File: src/rtl/bp_common_pkg.sv
// Shared width helpers and error-cause encoding for the LCE response arbiter
// and its multi-source credit counter.
package bp_common_pkg;

  typedef enum logic [1:0] {
    e_arb_err_none    = 2'd0,
    e_arb_err_retract = 2'd1,
    e_arb_err_credit  = 2'd2
  } bp_lce_arb_err_e;

  // A count that can reach max_credits inclusive.
  function automatic int credit_width(input int max_credits);
    return $clog2(max_credits + 1);
  endfunction

  // A wait counter that saturates at starve_limit inclusive.
  function automatic int wait_width(input int starve_limit);
    return $clog2(starve_limit + 1);
  endfunction

endpackage

File: src/rtl/bp_lce_multi_credit_counter.sv
// Outstanding-request counter: one send and up to num_ret_p returns per cycle,
// clamped to [0, max_credits_p] with a sticky over/underflow flag.
module bp_lce_multi_credit_counter
  import bp_common_pkg::*;
#(
  parameter int max_credits_p = 8,
  parameter int num_ret_p     = 4,
  localparam int cnt_width_lp = credit_width(max_credits_p)
) (
  input  logic                    clk_i,
  input  logic                    reset_i,
  input  logic                    send_i,
  input  logic [num_ret_p-1:0]    return_i,
  output logic [cnt_width_lp-1:0] count_o,
  output logic                    full_o,
  output logic                    empty_o,
  output logic                    err_o
);

  localparam int ret_width_lp = $clog2(num_ret_p + 1);
  localparam int sum_width_lp =
    ((cnt_width_lp > ret_width_lp) ? cnt_width_lp : ret_width_lp) + 2;

  logic [cnt_width_lp-1:0]        count_r;
  logic                           err_r;
  logic [ret_width_lp-1:0]        ret_cnt;
  logic signed [sum_width_lp-1:0] next_sum;
  logic                           under, over;
  logic [cnt_width_lp-1:0]        count_n;

  // NOTE: every variable assigned in always_comb gets a default first, so no
  // path through the block can leave it unassigned and infer a latch.
  always_comb begin
    ret_cnt = '0;
    for (int i = 0; i < num_ret_p; i++)
      ret_cnt = ret_cnt + ret_width_lp'(return_i[i]);

    next_sum = sum_width_lp'(count_r) + sum_width_lp'(send_i)
             - sum_width_lp'(ret_cnt);
    under    = (next_sum < 0);
    over     = !under && (next_sum > $signed(sum_width_lp'(max_credits_p)));

    count_n = next_sum[cnt_width_lp-1:0];
    if (under)     count_n = '0;
    else if (over) count_n = cnt_width_lp'(max_credits_p);
  end

  // NOTE: state registers use non-blocking assignments so every flop samples
  // pre-edge values regardless of statement order.
  always_ff @(posedge clk_i) begin
    if (reset_i) begin
      count_r <= '0;
      err_r   <= 1'b0;
    end else begin
      count_r <= count_n;
      if (under || over) err_r <= 1'b1;
    end
  end

  assign count_o = count_r;
  assign full_o  = (count_r == cnt_width_lp'(max_credits_p));
  assign empty_o = (count_r == '0);
  assign err_o   = err_r;

endmodule

File: src/rtl/bp_lce_resp_credit_arb.sv
// N-source LCE response arbiter (fixed priority, grant lock, starvation boost)
// with integrated credit counter. Optional stats: BP_LCE_RESP_ARB_STATS_EN.
module bp_lce_resp_credit_arb
  import bp_common_pkg::*;
#(
  parameter int num_src_p      = 2,
  parameter int resp_width_p   = 64,
  parameter int num_ret_p      = 4,
  parameter int max_credits_p  = 8,
  parameter int starve_limit_p = 15,
  localparam int credit_width_lp = credit_width(max_credits_p),
  localparam int wait_width_lp   = wait_width(starve_limit_p),
  localparam int id_width_lp     = (num_src_p > 1) ? $clog2(num_src_p) : 1
) (
  input  logic                              clk_i,
  input  logic                              reset_i,
  input  logic [num_src_p*resp_width_p-1:0] src_resp_i,
  input  logic [num_src_p-1:0]              src_v_i,
  output logic [num_src_p-1:0]              src_yumi_o,
  output logic [resp_width_p-1:0]           lce_resp_o,
  output logic                              lce_resp_v_o,
  input  logic                              lce_resp_ready_i,
  input  logic                              req_v_i,
  input  logic                              req_ready_i,
  input  logic [num_ret_p-1:0]              credit_return_i,
  output logic [credit_width_lp-1:0]        credit_count_o,
  output logic                              credits_full_o,
  output logic                              credits_empty_o,
  output logic                              credit_err_o,
  output logic                              boost_o
`ifdef BP_LCE_RESP_ARB_STATS_EN
  ,
  output logic [31:0]                       stall_cycles_o,
  output logic [15:0]                       boost_grants_o
`endif
);

  logic                   lock_v_r;
  logic [id_width_lp-1:0] lock_id_r;
  logic                   lock_boost_r;
  logic                   retract_err_r;
  logic [num_src_p-1:0]   starving;
  logic [id_width_lp-1:0] grant_id;
  logic                   grant_boost;
  logic                   handshake;
  logic                   credit_err;

  // Lock overrides everything; otherwise starving sources beat static priority.
  // Descending loops leave the lowest qualifying index as the winner.
  always_comb begin
    grant_id    = '0;
    grant_boost = 1'b0;
    if (lock_v_r) begin
      grant_id    = lock_id_r;
      grant_boost = lock_boost_r;
    end else if (|starving) begin
      grant_boost = 1'b1;
      for (int i = num_src_p - 1; i >= 0; i--)
        if (starving[i]) grant_id = id_width_lp'(i);
    end else begin
      for (int i = num_src_p - 1; i >= 0; i--)
        if (src_v_i[i]) grant_id = id_width_lp'(i);
    end
  end

  assign lce_resp_v_o = src_v_i[grant_id] & ~reset_i;
  assign lce_resp_o   = src_resp_i[grant_id*resp_width_p +: resp_width_p];
  assign handshake    = lce_resp_v_o & lce_resp_ready_i;
  assign boost_o      = grant_boost;

  always_comb begin
    src_yumi_o           = '0;
    src_yumi_o[grant_id] = handshake;
  end

  // The lock holds only while the granted packet is valid but back-pressured;
  // a retracting source therefore unlocks itself and is flagged.
  always_ff @(posedge clk_i) begin
    if (reset_i) begin
      lock_v_r      <= 1'b0;
      lock_id_r     <= '0;
      lock_boost_r  <= 1'b0;
      retract_err_r <= 1'b0;
    end else begin
      lock_v_r     <= lce_resp_v_o & ~lce_resp_ready_i;
      lock_id_r    <= grant_id;
      lock_boost_r <= grant_boost;
      if (lock_v_r && !src_v_i[lock_id_r]) retract_err_r <= 1'b1;
    end
  end

  for (genvar i = 0; i < num_src_p; i++) begin : g_wait
    logic [wait_width_lp-1:0] wait_r;

    always_ff @(posedge clk_i) begin
      if (reset_i)
        wait_r <= '0;
      else if (!src_v_i[i] || src_yumi_o[i])
        wait_r <= '0;
      else if (wait_r != wait_width_lp'(starve_limit_p))
        wait_r <= wait_r + 1'b1;
    end

    assign starving[i] = (wait_r == wait_width_lp'(starve_limit_p));
  end

  bp_lce_multi_credit_counter #(
    .max_credits_p(max_credits_p),
    .num_ret_p    (num_ret_p)
  ) credit_counter (
    .clk_i   (clk_i),
    .reset_i (reset_i),
    .send_i  (req_v_i & req_ready_i),
    .return_i(credit_return_i),
    .count_o (credit_count_o),
    .full_o  (credits_full_o),
    .empty_o (credits_empty_o),
    .err_o   (credit_err)
  );

  assign credit_err_o = credit_err | retract_err_r;

`ifdef BP_LCE_RESP_ARB_STATS_EN
  logic [31:0] stall_cycles_r;
  logic [15:0] boost_grants_r;

  always_ff @(posedge clk_i) begin
    if (reset_i) begin
      stall_cycles_r <= '0;
      boost_grants_r <= '0;
    end else begin
      if (lce_resp_v_o && !lce_resp_ready_i && !(&stall_cycles_r))
        stall_cycles_r <= stall_cycles_r + 1'b1;
      if (handshake && grant_boost && !(&boost_grants_r))
        boost_grants_r <= boost_grants_r + 1'b1;
    end
  end

  assign stall_cycles_o = stall_cycles_r;
  assign boost_grants_o = boost_grants_r;
`endif

endmodule

File: config.mk
export PLATFORM = sky130hd
export DESIGN_NAME = bp_lce_resp_credit_arb
export DESIGN_NICKNAME = d
export VERILOG_FILES = /design/src/rtl/bp_common_pkg.sv /design/src/rtl/bp_lce_multi_credit_counter.sv /design/src/rtl/bp_lce_resp_credit_arb.sv
export SDC_FILE = /design/constraint.sdc
export NUM_CORES = 1
export LEC_CHECK = 0
export ABC_AREA = 0
export BUFFER_PORTS_ARGS = -buffer_cell sky130_fd_sc_hd__buf_4
export CAP_MARGIN = 5
export CORE_AREA = 5 5 80 82
export DETAILED_ROUTE_END_ITERATION = 8
export DIE_AREA = 0 0 85 87
export HOLD_SLACK_MARGIN = 0.06
export PLACE_DENSITY = 0.79
export SLEW_MARGIN = 20
export SYNTH_ARGS = -nofsm -noshare
export SYNTH_HDL_FRONTEND = slang
export SYNTH_HIERARCHICAL = 1
export SYNTH_SLANG_ARGS = --single-unit
export TNS_END_PERCENT = 10
File: constraint.sdc
create_clock -name clk_i -period 4.45 [get_ports clk_i]
set_input_delay 0.2225 -clock clk_i [delete_from_list [all_inputs] [get_ports clk_i]]
set_output_delay 0.2225 -clock clk_i [all_outputs]
set_load 0.05 [all_outputs]
; ---- Yosys cells after proc, flatten, opt, wreduce, memory -nomap -nowiden
; Cells that the tools add are included.
[word_totals]
reg_bits = 17
in_bits = 139
output_inout_bits = 75
elab_cells = 66
[op_classes]
n_mux = 15
reduce_logical = 16
n_bitwise = 8
n_shift = 1
n_eq_ne = 5
n_lt_le_gt_ge = 5
add_sub_neg = 7
[op_table]
columns = cell, n
row1 = indexed part select 128 x 8 -> 64 bit, 1
row2 = two-way mux 1 bit, 13
row3 = equality test 4 bit (second input constant), 3
row4 = adder 4 x 1 -> 4 bit (second input constant), 2
row5 = inequality test 4 bit (second input constant), 2
row6 = OR reduction 2 bit, 4
row7 = adder 3 x 1 -> 3 bit, 2
row8 = > comparator 6 x 5 -> 1 bit (second input constant), 1
row9 = < comparator 6 x 1 -> 1 bit (second input constant), 1
row10 = subtractor 5 x 3 -> 6 bit, 1
row11 = adder 4 x 1 -> 5 bit, 1
row12 = AND 1 bit, 4
row13 = logical NOT 1 bit, 4
row14 = logical NOT 4 bit, 1
row15 = < comparator 1 x 2 -> 1 bit (second input constant), 2
row16 = two-way mux 4 bit, 1
row17 = logical AND 1 bit, 3
row18 = logical OR 1 bit, 3
row19 = OR reduction 3 bit, 1
row20 = adder 1 x 1 -> 2 bit, 1
row21 = AND 2 bit, 1
row22 = NOT 1 bit, 2
row23 = demux 1 bit (select 1 bit), 1
row24 = greater-or-equal comparator 1 bit (second input constant), 1
row25 = bitwise OR 1 bit, 1

; ---- Logic depth before layout (Yosys ltp)
[logic_depth]
depth_word = 12
depth_mapped = 12
mapped_depth_nobuf = 12

; ---- Hierarchy
; The synthesis kept the hierarchy.
[by_module_without_submodules]
columns = mod, cells_each, seq_area_each_um2, area_each_um2, instances
row1 = bp_lce_resp_credit_arb, 148, 240.2, 1526.5, 1
row2 = bp_lce_multi_credit_counter, 44, 100.1, 401.6, 1

; ---- Worst setup path after synthesis
; Ideal clock, no wire load.
[synth_timing]
kind = register to register
startpoint = register credit_counter.count_r[0], in the netlist credit_counter/count_o[0]
endpoint = register credit_counter.count_r[0], in the netlist credit_counter/count_o[0]
stages_incl_launch_ff = 12
arrival_ns = 2.774
setup_time_ns = 0.116
path_slack_ns = 1.561
synth_period_minus_slack_ns = 2.889
required_ns = 4.334
n_path_buf = 0
cell_sequence = dfxtp_1 > inv_1 > fa_1 > inv_1 > ha_1 > fa_1 > ha_1 > inv_1 > fa_1 > inv_1 > nor2_1 > and3_1
[synth_via]
elab_chain_cells = 6
elab_cells_between_ends = 7
cone_classes = 2 x add/sub / 2 x order compare / 3 x reduce/logical
[synth_lines]
columns = element, line
row1 = from (decl), bp_lce_multi_credit_counter.sv:24  ; logic [cnt_width_lp-1:0] count_r;
row2 = from (signal assigned), bp_lce_multi_credit_counter.sv:55  ; count_r <= count_n;
row3 = adder 4 x 1 -> 5 bit *, bp_lce_multi_credit_counter.sv:38  ; next_sum = sum_width_lp'(count_r) + sum_width_lp'(send_i)
row4 = subtractor 5 x 3 -> 6 bit *, bp_lce_multi_credit_counter.sv:39  ; - sum_width_lp'(ret_cnt);
row5 = < comparator 6 x 1 -> 1 bit, bp_lce_multi_credit_counter.sv:40  ; under = (next_sum < 0);
row6 = logical NOT 1 bit, bp_lce_multi_credit_counter.sv:41  ; over = !under && (next_sum > $signed(sum_width_lp'(max_credits_p)));
row7 = logical AND 1 bit, bp_lce_multi_credit_counter.sv:41
row8 = OR reduction 3 bit (no line), -
; Mark *: on every way between the ends. The rest lies on a longest branch, timed or not.
; A chain may end at the register's enable or synchronous reset.

; ---- Worst setup path after layout
[layout_timing]
startpoint = register g_wait[1].wait_r[0]
endpoint = output port lce_resp_o[7]
[layout_via]
elab_chain_cells = 6
elab_cells_between_ends = 7
cone_classes = 1 x eq/ne / 1 x shift / 4 x mux / 1 x reduce/logical
[layout_lines]
columns = element, line
row1 = from (decl), bp_lce_resp_credit_arb.sv:93  ; logic [wait_width_lp-1:0] wait_r;
row2 = from (signal assigned), bp_lce_resp_credit_arb.sv:101  ; wait_r <= wait_r + 1'b1;
row3 = equality test 4 bit *, bp_lce_resp_credit_arb.sv:104  ; assign starving[i] = (wait_r == wait_width_lp'(starve_limit_p));
row4 = two-way mux 1 bit (2 in series), bp_lce_resp_credit_arb.sv:59  ; if (starving[i]) grant_id = id_width_lp'(i);
row5 = two-way mux 1 bit *, bp_lce_resp_credit_arb.sv:56  ; end else if (|starving) begin
row6 = two-way mux 1 bit *, bp_lce_resp_credit_arb.sv:53  ; if (lock_v_r) begin
row7 = indexed part select 128 x 8 -> 64 bit *, bp_lce_resp_credit_arb.sv:67  ; assign lce_resp_o = src_resp_i[grant_id*resp_width_p +: resp_width_p];
row8 = to (decl), bp_lce_resp_credit_arb.sv:20  ; output logic [resp_width_p-1:0] lce_resp_o,
; Marks and branches as above.

==> summary.txt <==
Final layout
  • Most frequent cells in the layout: buf_4 (213), mux2_2 (48), mux2_4 (17), dfxtp_1 (17), inv_1 (15)
  • Diodes inserted: 0
  • Most common cell after layout, fill and taps aside: buf_4
  • Layout Cells excl Fill: 476
  • Nets: 552
  • Share of post-route cells with drive strength above 1: 0.7307
  • Synthesis-to-finish area growth: 87.28%

Global routing
  • First-pass GRT wire length: 11.59 mm
  • Vias in the first global route: 2342
  • Largest net degree at the start of global routing: 56
  • Total congestion overflow: 0
  • Gr usage total: 0.1925
  • Initial antenna violation count: 0

Routing
  • Routed met3 length: 903 um
  • Routed length per instance: 16.68 um
  • Post-Route M1 WL: 2.871 mm
  • Wirelength, routed: 7.942 mm
  • Antenna viol nets, final: 0
  • DRT iter0 DRCs: 42
  • Met2 wire length: 4.098 mm
  • Drt pass-1 iters: 4
  • Vias per inst: 4.748
  • Via count: 2260
  • Top Layer Used: met4
  • # DRC: 0

Run
  • Max Cap Viol: 0

Hold path
  • Hold Path Cell Cnt: 2
  • Hold crit path type: primary input to flop

Logic synthesis
  • Predominant post-synthesis flop cell: dfxtp_1
  • Yosys warning total: 6
  • Post-Syn Area: 1928 um^2
  • Syn Nets: 342
  • EDFF count, synth: 0
  • Cells after synthesis: 192
  • Number of synthesized register bits: 17
  • Avg Inst Size Synth: 10.04 um^2
  • Sequential area share after synthesis: 0.1765
  • Synth async-reset ratio: 0
  • Distinct cells, synth: 40

STA
  • RSZ-0062 raised after global routing: no
  • Slew Limit Fails: 0
  • Clock skew: 2.654 ps
  • Hold Vio Cnt, Final: 0
  • FMAX: 342.4 MHz
  • Minimum clock period: 2920 ps
  • Post-Route Setup TNS: 0 ps
  • Worst-margin pin slew: 586.0 ps
  • Final period util: 0.6563
  • Slew HR: 0.6084
  • Final setup vio count: 0

Clock network
  • PostCTS Resize Cnt: 0
  • Postcts setup bufs: 0
  • Clk buf depth: 2
  • Clock transition at path regs: 60 ps
  • TritonCTS clock tree: done
  • Clock Latency Late Sink: 250 ps
  • Clock Tree Root: clkbuf_8
  • CTS sink cnt: 17
  • Hold Buf Count CTS: 0
  • Number of CTS-inserted buffers: 3
  • Depth of the CTS H-tree: 1

Worst setup path
  • CP required: 4230 ps
  • Crit Path Class: flop to primary output
  • Max FO, Critical Path: 55
  • Crit path launch type: flop
  • Reg2reg path depth: 11
  • Crit. End Element: primary output
  • WP data arrival: 2700 ps

Floorplan
  • Die H: 87 um
  • IO Count: 214
  • Starting Density: 0.3397
  • Die width: 85 um
  • Row cnt: 28
  • Full die area: 7395 um^2
  • Core Region: 5675 um^2

Placement
  • Final HPWL DP: 7.027 mm
  • Placed cells: 472
  • Placer Congestion: 0.8099
  • PortBufs: 213

Outcome
  • Status: complete, no violations

Pwr
  • Leakage: 0.001802 uW
  • Peak supply drop: 0.2156 mV
  • Power Density: 261.0 nW/um^2
==> kinds of logic (layout without fill, tap and decap cells) <==
| group | after synthesis | count (layout) | share of synthesized area |
|---|---|---|---|
| AOI/OAI and AO/OA | 20 | 20 | 0.06489 |
| xor gates and xnor gates | 2 | 2 | 0.009087 |
| adders and majority gates | 11 | 11 | 0.09085 |
| buffers and inverters | 24 | 233 | 0.06813 |
| DFF | 17 | 17 | 0.1765 |
| muxes | 68 | 68 | 0.4348 |
| and+or+nand+nor | 50 | 50 | 0.1557 |
==> where the power goes <==
group,switching (uW),leakage (uW),internal (uW)
sequential,12.8,0.000138,160
combinational,385,0.00164,272
clock,48.6,0.0000228,63.5
total,446,0.00180,496
==> registers in the layout (all words and copies together) (netlist names) <==
signal	flops
retract_err_r	1
lock_id_r	1
credit_counter/count_o	4
credit_counter/err_o	1
g_wait.wait_r	8
lock_v_r	1
lock_boost_r	1
==> final timing paths <==
kind,to,slack (ps),from
max reg2reg,credit_counter/count_o[0],1800,credit_counter/count_o[0]
min reg2reg,retract_err_r,490,retract_err_r
max,lce_resp_o[7],1530,g_wait[1].wait_r[0]
min,lock_boost_r,240,reset_i
==> through the flow <==
| step | setup WS, ps | instance area (um^2) | hold WS (ps) | total power, uW | util |
|---|---|---|---|---|---|
| after global placement | 1754 | 3566 | 462.6 | 828.0 | 0.6283 |
| after detailed placement | 1687 | 3566 | 477.0 | 838.0 | 0.6283 |
| after floorplan | 1561 | 1928 | 320.2 | 614.2 | - |
| after CTS | 1525 | 3611 | 231.5 | 951.9 | 0.6362 |
| after global routing | 1402 | 3611 | 244.2 | 989.1 | 0.6362 |
| final | 1530 | 3611 | 238.7 | 942.4 | 0.6362 |
==> Yosys cell counts (2+ instances only) <==
| library cell | number | area share |
|---|---|---|
| nand2b_1 | 2 | 0.0065 |
| nor3_1 | 4 | 0.010 |
| mux2_2 | 48 | 0.28 |
| nand3_1 | 5 | 0.013 |
| o31ai_1 | 2 | 0.0078 |
| dfxtp_1 | 17 | 0.18 |
| nor3b_1 | 3 | 0.012 |
| and3_1 | 4 | 0.013 |
| buf_6 | 3 | 0.018 |
| or2_2 | 2 | 0.0065 |
| nor4_1 | 2 | 0.0065 |
| inv_1 | 15 | 0.029 |
| nor2_1 | 10 | 0.019 |
| fa_1 | 5 | 0.052 |
| a31o_2 | 2 | 0.0091 |
| a21oi_1 | 7 | 0.018 |
| nand2_1 | 7 | 0.014 |
| o21ai_0 | 2 | 0.0052 |
| mux2i_1 | 2 | 0.010 |
| mux2_4 | 17 | 0.13 |
| buf_4 | 5 | 0.019 |
| nor2b_1 | 3 | 0.0097 |
| a31oi_1 | 3 | 0.0097 |
| ha_1 | 6 | 0.039 |
==> area by class of cell <==
class	instances	area, um^2
Fill cell	484	2064
Timing Repair Buffer	214	1619
Multi-Input combinational cell	151	1456
Sequential cell	17	340.3
Tap cell	75	93.84
Inverter	15	56.30
Clock buffer	4	45.04
==> layer usage <==
| metal | vias up | track usage |
|---|---|---|
| li1 | 1105 | - |
| met1 | 1024 | 0.2070 |
| met2 | 122 | 0.3595 |
| met3 | 9 | 0.08231 |
| met4 | 0 | 0.02302 |
| met5 | - | 0 |
==> worst max-delay path: stages, from the launching register on <==
cell and delay, ps:
dfxtp_1 410, ha_1 270, and3_4 250, nor3_4 60, nor2_4 500, buf_12 360, mux2_2 390, buf_4 200
Power figures use the tool's default switching activity.
